## src/rtl/uart_tx_feeder.sv

```systemverilog
// rtl/uart_tx_feeder.sv - byte FIFO that feeds a run/feedback byte transmitter
//
// Purpose: buffers bytes written by the host and hands them one at a time to
// a downstream byte transmitter using a run/feedback handshake. A frame is
// finished when the transmitter raises feedback while run is high. Run is then
// dropped, and the feeder waits for feedback to return low before the next byte.
//
// Ports:
//   clock_50mhz  in   system clock (only clock in the block)
//   reset        in   asynchronous, active-high reset
//   wr_en        in   push wr_data into the FIFO this cycle
//   wr_data      in   [7:0] byte to transmit
//   full         out  FIFO holds DEPTH bytes
//   empty        out  FIFO holds 0 bytes
//   level        out  [log2(DEPTH):0] FIFO occupancy
//   overflow     out  sticky: a write arrived while full and was dropped
//   timeout_err  out  sticky: a feedback edge did not arrive in time
//   busy         out  handshake state machine is not idle
//   tx_data      out  [7:0] byte presented to the transmitter
//   tx_run       out  run request to the transmitter
//   tx_feedback  in   transmitter feedback, asynchronous to clock_50mhz
//   bytes_sent   out  [15:0] completed frames, wraps at 16 bits
module uart_tx_feeder #(
  parameter int DEPTH          = 16,
  parameter int TIMEOUT_CYCLES = 65535
) (
  input  logic                     clock_50mhz,
  input  logic                     reset,
  input  logic                     wr_en,
  input  logic [7:0]               wr_data,
  output logic                     full,
  output logic                     empty,
  output logic [$clog2(DEPTH):0]   level,
  output logic                     overflow,
  output logic                     timeout_err,
  output logic                     busy,
  output logic [7:0]               tx_data,
  output logic                     tx_run,
  input  logic                     tx_feedback,
  output logic [15:0]              bytes_sent
);

  localparam int AW = $clog2(DEPTH);
  localparam int TW = $clog2(TIMEOUT_CYCLES + 1);
  localparam logic [AW:0]   LVL_FULL = (AW + 1)'(DEPTH);
  // Timer value seen during the last permitted cycle in SEND/RELEASE.
  localparam logic [TW-1:0] TMO_LAST = TW'(TIMEOUT_CYCLES - 1);

  typedef enum logic [1:0] {
    IDLE    = 2'd0,
    LOAD    = 2'd1,
    SEND    = 2'd2,
    RELEASE = 2'd3
  } state_t;

  state_t          state_q, state_d;
  logic [7:0]      mem_q [DEPTH];
  logic [AW-1:0]   wr_ptr_q, wr_ptr_d;
  logic [AW-1:0]   rd_ptr_q, rd_ptr_d;
  logic [AW:0]     level_q, level_d;
  logic            full_q, full_d;
  logic            empty_q, empty_d;
  logic            overflow_q, overflow_d;
  logic            timeout_err_q, timeout_err_d;
  logic            busy_q, busy_d;
  logic [7:0]      tx_data_q, tx_data_d;
  logic            tx_run_q, tx_run_d;
  logic [15:0]     bytes_sent_q, bytes_sent_d;
  logic            fb_meta_q, fb_meta_d;
  logic            fb_s_q, fb_s_d;
  logic [TW-1:0]   tmr_q, tmr_d;
  logic            push, pop;

  // Two-flop synchroniser; only fb_s_q is used by the state machine.
  always_comb begin
    fb_meta_d = tx_feedback;
    fb_s_d    = fb_meta_q;
  end

  // FIFO bookkeeping. Full is the registered flag, so a write in a cycle where
  // LOAD also pops is still refused if the FIFO was full before that edge.
  always_comb begin
    push       = wr_en && !full_q;
    pop        = (state_q == LOAD);
    wr_ptr_d   = push ? wr_ptr_q + 1'b1 : wr_ptr_q;
    rd_ptr_d   = pop  ? rd_ptr_q + 1'b1 : rd_ptr_q;
    level_d    = level_q;
    if (push && !pop) begin
      level_d = level_q + 1'b1;
    end else if (!push && pop) begin
      level_d = level_q - 1'b1;
    end
    full_d     = (level_d == LVL_FULL);
    empty_d    = (level_d == '0);
    overflow_d = overflow_q | (wr_en & full_q);
  end

  // Handshake state machine.
  always_comb begin
    state_d       = state_q;
    tx_data_d     = tx_data_q;
    bytes_sent_d  = bytes_sent_q;
    timeout_err_d = timeout_err_q;
    case (state_q)
      IDLE: begin
        if (!empty_q) begin
          state_d = LOAD;
        end
      end
      LOAD: begin
        // LOAD is only entered with a non-empty FIFO and is the only popper.
        tx_data_d = mem_q[rd_ptr_q];
        state_d   = SEND;
      end
      SEND: begin
        if (fb_s_q) begin
          bytes_sent_d = bytes_sent_q + 16'd1;
          state_d      = RELEASE;
        end else if (tmr_q == TMO_LAST) begin
          // The byte is abandoned; it is not counted as sent.
          timeout_err_d = 1'b1;
          state_d       = RELEASE;
        end
      end
      RELEASE: begin
        if (!fb_s_q) begin
          state_d = IDLE;
        end else if (tmr_q == TMO_LAST) begin
          timeout_err_d = 1'b1;
          state_d       = IDLE;
        end
      end
      default: begin
        state_d = IDLE;
      end
    endcase

    // The timer only runs while waiting on feedback and restarts on every
    // state change, so it never passes TMO_LAST.
    if ((state_d != state_q) || !((state_q == SEND) || (state_q == RELEASE))) begin
      tmr_d = '0;
    end else begin
      tmr_d = tmr_q + 1'b1;
    end

    // Run and busy are registered images of the next state, so tx_run rises
    // on the LOAD->SEND edge and falls on the edge that leaves SEND.
    tx_run_d = (state_d == SEND);
    busy_d   = (state_d != IDLE);
  end

  always_ff @(posedge clock_50mhz or posedge reset) begin
    if (reset) begin
      state_q       <= IDLE;
      wr_ptr_q      <= '0;
      rd_ptr_q      <= '0;
      level_q       <= '0;
      full_q        <= 1'b0;
      empty_q       <= 1'b1;
      overflow_q    <= 1'b0;
      timeout_err_q <= 1'b0;
      busy_q        <= 1'b0;
      tx_data_q     <= 8'h00;
      tx_run_q      <= 1'b0;
      bytes_sent_q  <= 16'd0;
      fb_meta_q     <= 1'b0;
      fb_s_q        <= 1'b0;
      tmr_q         <= '0;
    end else begin
      state_q       <= state_d;
      wr_ptr_q      <= wr_ptr_d;
      rd_ptr_q      <= rd_ptr_d;
      level_q       <= level_d;
      full_q        <= full_d;
      empty_q       <= empty_d;
      overflow_q    <= overflow_d;
      timeout_err_q <= timeout_err_d;
      busy_q        <= busy_d;
      tx_data_q     <= tx_data_d;
      tx_run_q      <= tx_run_d;
      bytes_sent_q  <= bytes_sent_d;
      fb_meta_q     <= fb_meta_d;
      fb_s_q        <= fb_s_d;
      tmr_q         <= tmr_d;
    end
  end

  // Storage is not reset; resetting the pointers discards its contents.
  always_ff @(posedge clock_50mhz) begin
    if (push) begin
      mem_q[wr_ptr_q] <= wr_data;
    end
  end

  assign full        = full_q;
  assign empty       = empty_q;
  assign level       = level_q;
  assign overflow    = overflow_q;
  assign timeout_err = timeout_err_q;
  assign busy        = busy_q;
  assign tx_data     = tx_data_q;
  assign tx_run      = tx_run_q;
  assign bytes_sent  = bytes_sent_q;

endmodule

```

## config.mk

```make
export PLATFORM = sky130hd
export DESIGN_NAME = uart_tx_feeder
export DESIGN_NICKNAME = d
export VERILOG_FILES = /design/src/rtl/uart_tx_feeder.sv
export SDC_FILE = /design/constraint.sdc
export NUM_CORES = 1
export LEC_CHECK = 0
export CAP_MARGIN = 25
export CORE_MARGIN = 2
export CORE_UTILIZATION = 35
export DETAILED_ROUTE_END_ITERATION = 7
export PLACE_DENSITY = 0.53
export SLEW_MARGIN = 15
export SYNTH_ARGS = -nofsm -noshare
export SYNTH_HDL_FRONTEND = slang
export SYNTH_SLANG_ARGS = --single-unit
```

## constraint.sdc

```tcl
create_clock -name clock_50mhz -period 1.8 [get_ports clock_50mhz]
set_input_delay 0.36 -clock clock_50mhz [delete_from_list [all_inputs] [get_ports clock_50mhz]]
set_output_delay 0.36 -clock clock_50mhz [all_outputs]
set_load 0.02 [all_outputs]
```

# Word-level counts from Yosys, hierarchy flattened
# Memories as Yosys holds them, arrays and structs flattened. A register that Yosys moved wholly into a read port is not among the register bits.
# Index checks and enable logic that the tools add are counted.
[totals]
elab_cells = 62
reg_bits = 55
ram_bits = 128
n_memories = 1
out_inout_bits = 35
[mem_list]
columns = ["name", "words", "word_bits", "rd", "rd_ports_with_merged_regs", "wr", "line", "text"]
rows = [
  ["mem_q", 16, 8, 1, 1, 1, "57", "logic [7:0] mem_q [DEPTH];"],
]
[classes]
bitwise_logic = 2
reduce_logical = 15
muxes = 15
eq_ne = 9
n_addsub = 6
[ops]
columns = ["op", "n"]
rows = [
  ["adder 16 x 1 -> 16 bit, second input constant", 2],
  ["== test 16 bit, second input constant", 1],
  ["2-to-1 mux 16 bit", 1],
  ["2-to-1 mux 2 bit", 5],
  ["2-to-1 mux 5 bit", 2],
  ["adder 4 x 1 -> 4 bit, second input constant", 2],
  ["case mux 2 bit (4 select lines)", 1],
  ["== test 2 bit, second input constant", 3],
  ["adder 5 x 1 -> 5 bit, second input constant", 1],
  ["== test 5 bit, second input constant", 1],
  ["zero test 5 bit", 1],
  ["2-to-1 mux 1 bit", 5],
  ["subtractor 5 x 1 -> 5 bit, second input constant", 1],
  ["zero test 1 bit", 4],
  ["!= test 2 bit, second input constant", 2],
  ["nonzero test 2 bit", 2],
  ["logical AND 1 bit", 3],
  ["AND reduction 3 bit", 1],
  ["== test 2 x 1 -> 1 bit, second input constant", 1],
  ["zero test 2 bit", 1],
  ["logical OR 1 bit", 2],
  ["!= test 2 bit", 1],
  ["case mux 1 bit (2 select lines)", 1],
  ["AND reduction 2 bit", 1],
  ["other kinds (2)", 2],
]

# Logic depth before layout (Yosys ltp)
# Gate-level depths: netlist of the first run.
[logic_depth]
ltp_word = 7
ltp_mapped = 8
ltp_nobuf = 7

# Worst setup path after synthesis of the first run
# OpenSTA, ideal clock, no wires.
[synth_timing]
kind = "reg2reg"
from = "register full_q, in the netlist full"
to = "memory mem_q[3][0] (enable)"
path_buffers = 1
stages_incl_launch_ff = 5
path_slack_ns = -0.083
arrival_ns = 1.500
required_ns = 1.417
path_cell_list = "dfrtp_1 > nor2b_1 > buf_2 > nand2_1 > nor3_1"
[synth_via]
elab_chain_cells = 4
[synth_lines]
columns = ["element", "line", "text"]
rows = [
  ["start: declaration", "61", "logic full_q, full_d;"],
  ["start signal: assignment", "174", "full_q <= full_d;"],
  ["zero test 1 bit", "83", "push = wr_en && !full_q;"],
  ["logical AND 1 bit", "83", ""],
  ["2-to-1 mux 1 bit", "190", "if (push) begin"],
  ["2-to-1 mux 1 bit (not written as such)", "191", "mem_q[wr_ptr_q] <= wr_data;"],
  ["end: declaration", "57", ""],
]
# No other way between the ends.

==> results of run 1 <==
-- final timing paths --
kind,to,cells past startpoint
min reg2reg,fb_s_q,0
max reg2reg,tx_data[1],5
min in group asynchronous,bytes_sent[3],3
max,tx_data[1],5
max in group asynchronous,empty,3
min,fb_s_q,0
-- area by class of cell --
| type | instances | share of cell area (%) |
|---|---|---|
| flip-flops and latches | 191 | 55.5 |
| multi-input cells | 330 | 24.1 |
| repair buffers | 108 | 9.69 |
| clock buffers | 17 | 4.35 |
| well taps | 285 | 3.65 |
| clock inverters | 15 | 2.21 |
| inverters | 12 | 0.499 |
-- metrics by stage --
step	util (%)	total power, mW
finish	43.6	14.4
global placement	40.6	10.4
floorplan	-	8.68
detailed placement	40.6	10.6
global route	43.6	15.2
CTS	43.4	14.5
-- kinds of logic after synthesis --
group | count (synthesis)
AO/OA/AOI/OAI | 72
XOR/XNOR | 39
adder cells (fa/ha/maj) | 10
buffers and inverters | 39
flip-flops | 191
multiplexers | 41
AND/OR/NAND/NOR | 168
-- repair_timing --
item                                    in CTS  in global routing
resized for setup                           26                 14
endpoints found under the hold margin        0                  0
endpoints found under the setup margin      27                 16
buffers inserted                             2                  0
-- layer usage --
metal,vias up,GRT usage [%]
li1,2281,-
met1,2379,19.9
met2,104,25.6
met3,24,3.19
met4,0,5.69
met5,-,0
-- registers in the layout (all words and copies together) (netlist names), 2 cells and up --
register / flops
bytes_sent: 16
level: 5
mem_q: 128
rd_ptr_q: 4
state_q: 2
tmr_q: 16
tx_data: 8
wr_ptr_q: 4
-- power by group through the flow --
stage | registers, mW | logic, mW | clock network, mW
4_1_cts | 5.92 | 4.50 | 4.04
3_3_place_gp | 6.03 | 4.41 | 0
6_report | 5.92 | 4.49 | 3.96
3_5_place_dp | 6.06 | 4.51 | 0
2_1_floorplan | 6.09 | 2.59 | 0
5_1_grt | 6.01 | 4.91 | 4.24
-- cells in the final DEF, fill, tap and decap left out, drive strengths merged, types with 6 or more instances in the layout --
| cell | Yosys | layout |
|---|---|---|
| clkbuf | 8 | 17 |
| nand2 | 29 | 29 |
| nor2 | 44 | 44 |
| edfxtp | 128 | 128 |
| dfrtp | 62 | 62 |
| a31oi | 13 | 13 |
| inv | 12 | 18 |
| clkdlybuf4s50 | 0 | 14 |
| a211oi | 28 | 28 |
| nand2b | 6 | 6 |
| xor2 | 11 | 11 |
| mux2i | 36 | 36 |
| xnor2 | 28 | 28 |
| a22oi | 12 | 12 |
| buf | 19 | 62 |
| dlymetal6s2s | 0 | 7 |
| nor3 | 13 | 13 |
| nand3 | 21 | 21 |
| dlygate4sd2 | 0 | 25 |
| nor2b | 27 | 27 |
| nand4 | 7 | 7 |
| clkinv | 0 | 6 |
| and3 | 7 | 7 |
| ha | 10 | 10 |
==> run_results.csv, run 1 <==
group,metric,value,unit
synthesis,ys_seq_area_share,68.5,%
power,worst_ir_drop_vdd,0.635,mV
synthesis,synth_warnings,0,
power,p_int,9.47,mW
power,p_switching,4.89,mW
die,io_pins,47,
finish,final_cell_count_no_fill,958,
detailed_routing,vias_per_cell,5.00,
detailed_routing,ant_nets,0,
sta,setup-violations-final,0,
synthesis,synthXorXnorAreaFrac,4.31,%
detailed_routing,top_layer_used,"met4",
sta,maxSlewHeadroom,68.9,%
critical_path,slowest_delay,0.40,ns
global_routing,antenna_found_initial,0,
detailed_routing,route.detailed.drc,0,
placement,place_congestion,0.841,
clock_tree,cts_tree,"yes",
critical_path,worstSetupStartpoint,"rd_ptr_q[1]",
finish,area_growth,23.5,%
critical_path,reg2reg_from,"rd_ptr_q[1]",
critical_path,end_kind,"flop",
synthesis,synth_ff_type,"edfxtp_1",
die,die_width,154,um
sta,finalSetupTns,0,ns
detailed_routing,dr.first_iter.drc_count,372,
critical_path,critical_path_class,"flop to flop",
hold_path,min_path_type,"flop to flop",
detailed_routing,first_pass_iters,5,
clock_tree,hold_buffers,0,
finish,antenna_cells,0,
sta,layout_setup_ws,0.0188,ns
sta,slew_violations,0,
synthesis,yosysTopAreaCell,"edfxtp_1",
sta,clock-skew-final,0.0117,ns
synthesis,synthesis.area,7920,um2
finish,drive_above_1_share,17.8,%
clock_tree,h-tree-depth,4,
hold_path,hp-start,"fb_meta_q",
placement,dpl.cell_count,924,
placement,place_ws,-0.287,ns
sta,hold_viol_final,0,
die,core-area,22400,um2
finish,stdcell_area,9770,um2
finish,nets,682,
synthesis,syn_area_per_cell,14.1,um2
detailed_routing,wire_per_inst,18.1,um
clock_tree,cts_sinks,191,
clock_tree,path_clk_slew,0.08,ns
placement,placed_area,9100,um2
critical_path,cp_top_family,"compound AO/OA/AOI/OAI gates",
global_routing,grt.total_usage,15.3,%
critical_path,path_cells,"buf_2, or2_2, a211oi_1, a311oi_1, a221o_1",
clock_tree,numCtsBuffers,17,
clock_tree,clock_latency,0.43,ns
sta,tightestPinTransition,0.462,ns
synthesis,synth_compound_area_share,6.54,%
global_routing,overflow,0,
power,power.share.clock,27.6,%
critical_path,reg2reg_slack,0.02,ns
clock_tree,cts_max_path_buffers,2,
global_routing,grt_pass1_vias,4864,
outcome,outcome,"finished, final reports clean",
placement,portBuffers,46,
die,start_util,35.3,%
job,drv_cap,0,
power,switching_share,34.1,%
synthesis,synth_top_family_by_area,"simple AND/OR/NAND/NOR gates",
finish,n_fill_cell,2005,
power,power.leakage,3.81,nW
synthesis,ys_ff_latch,191,
global_routing,grt_max_degree,64,
synthesis,synth_fa_ha_area_share,1.58,%
die,rows,55,
synthesis,synth.area.top_cells,"edfxtp_1 49%, dfrtp_1 20%, mux2i_1 4.6%, xnor2_1 3.1%, a211oi_1 2.7%",
detailed_routing,totalWireLength,17400,um
synthesis,ys_async_sr_fraction,33.0,%
critical_path,cp_num_buf_inv,1,
synthesis,synth_common_cells,"128 x edfxtp_1, 62 x dfrtp_1, 44 x nor2_1",
detailed_routing,met1_length,7700,um
synthesis,synth_cell_types,49,
synthesis,synth_simple_gate_area_share,11.0,%
power,comb_power_share,31.2,%
synthesis,synthCells,560,
global_routing,grt_pass1_wl,27500,um
finish,multi_input_area,2350,um2
sta,hold_ws,0.347,ns
die,die_area,23800,um2
synthesis,yosys.area.top_type_share,48.6,%
die,die_h,154,um
clock_tree,clk_root_buffer_cell,"clkbuf_16",
critical_path,cp.arrival,2.09,ns
finish,seq_area,5430,um2
synthesis,yosysMostFrequentCell,"edfxtp_1",
synthesis,postSynthNetCount,582,
synthesis,synth-edff-count,128,
power,p_seq_share,41.2,%
detailed_routing,wl_met3,666,um
critical_path,crit_path_start_kind,"flop",
detailed_routing,vias,4788,
sta,grt_setup_unrepaired,"true",
critical_path,cp_slowest_cell,"dfrtp_2",
sta,fin_crit,1.78,ns
sta,fmaxAchievable,561,MHz
placement,hpwl,12100,um
detailed_routing,wl_met2,8590,um
power,p_per_area,1470,nW/um2
sta,period_share,99.0,%
critical_path,critical_path.max_fanout,6,
synthesis,synth_mux_area_share,5.83,%
critical_path,crit_required,2.11,ns
Power figures use the tool's default switching activity.
==> run 2, diff against run 1 <==
Settings changed: RECOVER_POWER from default to 100.
==> run 2 against run 1 <==
Compared with the run above:
- count of clock-buffer cells in the layout unchanged
- maximum frequency about the same
- non-clock buffer count stayed put
- total power is 1.0% lower
- via count is 0.58% higher
- first-iteration DRC count increased by 5.9%
- combinational power fell by 3%
==> run_results.csv, run 2 (synthesis gave the netlist of run 1 again) <==
group,metric,value,unit
outcome,outcome,"finished, final reports clean",
global_routing,grt_max_degree,64,
job,drv_cap,0,
critical_path,worstSetupStartpoint,"rd_ptr_q[1]",
critical_path,critical_path.max_fanout,6,
critical_path,r2r_end,"tx_data[1]",
sta,grt_setup_unrepaired,"true",
global_routing,antenna_found_initial,0,
clock_tree,cts_sinks,191,
clock_tree,cts_tree,"yes",
critical_path,end_kind,"flop",
global_routing,overflow,0,
finish,regMostFlops,"mem_q",
die,io_pins,47,
critical_path,crit_path_start_kind,"flop",
detailed_routing,vias,4816,
critical_path,cp_slowest_cell,"dfrtp_2",
die,rows,55,
placement,place_congestion,0.841,
finish,layout_commonest_cell,"edfxtp_1",
clock_tree,h-tree-depth,4,
placement,hpwl,12100,um
finish,drive_above_1_share,15.6,%
finish,final_cell_mix,"128 x edfxtp_1, 60 x dfrtp_1, 44 x nor2_1, 36 x mux2i_1, 30 x buf_4",
critical_path,reg2reg_from,"rd_ptr_q[1]",
sta,fin_crit,1.78,ns
critical_path,cp-endpoint,"tx_data[1]",
finish,n_fill_cell,2028,
global_routing,grt_pass1_vias,4864,
global_routing,grt.total_usage,15.3,%
finish,final_cell_count_no_fill,958,
detailed_routing,dr.first_iter.drc_count,394,
detailed_routing,totalWireLength,17400,um
hold_path,min_path_type,"flop to flop",
placement,portBuffers,46,
power,p_per_area,1480,nW/um2
critical_path,ff2ff_path_depth,5,
die,die_area,23800,um2
placement,dpl.cell_count,924,
placement,placed_area,9100,um2
sta,hold_viol_final,0,
detailed_routing,vias_per_cell,5.03,
finish,largest_reg_flops,128,
finish,area_growth,21.4,%
placement,place_ws,-0.287,ns
critical_path,crit_required,2.11,ns
clock_tree,numCtsBuffers,17,
clock_tree,cts_max_path_buffers,2,
global_routing,grt_pass1_wl,27500,um
critical_path,cp.arrival,2.09,ns
power,worst_ir_drop_vdd,0.632,mV
clock_tree,clock_latency,0.43,ns
detailed_routing,ant_nets,0,
finish,postLayoutCoreUtil,42.9,%
detailed_routing,wire_per_inst,18.2,um
sta,tightestPinTransition,1.04,ns
clock_tree,path_clk_slew,0.08,ns
detailed_routing,first_pass_iters,5,
clock_tree,clk_root_buffer_cell,"clkbuf_16",
die,start_util,35.3,%
sta,period_share,98.9,%
sta,maxSlewHeadroom,30.4,%
finish,antenna_cells,0,
power,power.leakage,3.65,nW
sta,setup-violations-final,0,
sta,slew_violations,0,
finish,stdcell_area,9610,um2
sta,clock-skew-final,0.0121,ns
finish,nets,682,
die,die_width,154,um
critical_path,slowest_delay,0.40,ns
sta,layout_setup_ws,0.0201,ns
critical_path,critical_path_class,"flop to flop",
die,core-area,22400,um2
die,die_h,154,um
critical_path,reg2reg_slack,0.02,ns
detailed_routing,route.detailed.drc,0,
critical_path,path_cells,"buf_2, or2_2, a211oi_1, a311oi_1, a221o_1",
sta,fmaxAchievable,562,MHz
sta,hold_ws,0.349,ns
==> run 2: cell types whose count changed in the layout (fill, tap and decap cells not counted), sizes merged <==
cell           previous run  this run
clkbuf                   17        50
buf                      62        36
clkdlybuf4s50            14         3
dlygate4sd3               0        11
dlymetal6s2s              7         0
==> run 2: worst min path at each step <==
| stage | from | to | slack, ns | cells after the start |
|---|---|---|---|---|
| final | fb_meta_q | fb_s_q | 0.35 | 0 |
| after global routing | fb_meta_q | fb_s_q | 0.37 | 0 |
| after CTS | fb_meta_q | fb_s_q | 0.35 | 0 |
| after detailed placement | fb_meta_q | fb_s_q | 0.34 | 0 |
| after global placement | fb_meta_q | fb_s_q | 0.34 | 0 |
| after floorplan | fb_meta_q | fb_s_q | 0.33 | 0 |
==> run 2: report_power, final <==
group	internal [mW]	switching, mW
Combinational	1.79	2.56
Sequential	5.39	0.527
Clock	2.15	1.80
==> run 2: cell type report <==
| class | instances | area, um2 | area share (%) |
|---|---|---|---|
| Clock buffer | 17 | 425 | 4.43 |
| Clock inverter | 15 | 216 | 2.25 |
| Inverter | 12 | 48.8 | 0.508 |
| Multi-Input combinational cell | 330 | 2350 | 24.4 |
| Sequential cell | 191 | 5430 | 56.4 |
| Tap cell | 285 | 357 | 3.71 |
| Timing Repair Buffer | 108 | 790 | 8.21 |
==> run 2: stage by stage <==
stage	total power, mW	TNS (ns)
global placement	10.4	-26.78
CTS	14.5	0
finish	14.2	0
detailed placement	10.6	-27.60
floorplan	8.68	-0.801
global route	15.0	-1.20
==> run 2: what timing repair did <==
action                                  in CTS  in global routing
setup buffers                                2                  0
endpoints found under the setup margin      27                 16
resized for setup                           26                 14
pin swaps                                    0                  0
hold buffers                                 0                  0
endpoints found under the hold margin        0                  0
==> run 2: worst max-delay path: cells and delay by family, from the launching register on <==
family / cells / cell delay, ns
AO/OA/AOI/OAI: 3 / 0.75
AND/OR/NAND/NOR: 1 / 0.34
buffers and inverters: 1 / 0.17
flip-flops: 1 / 0.40
==> run 2: routing by layer <==
metal  vias to the layer above  GRT usage, %  wire, um
li1                       2284             -         -
met1                      2423          19.9      7850
met2                        86          25.6      8650
met3                        23          3.19       534
met4                         0          5.69       403
met5                         -             0         0
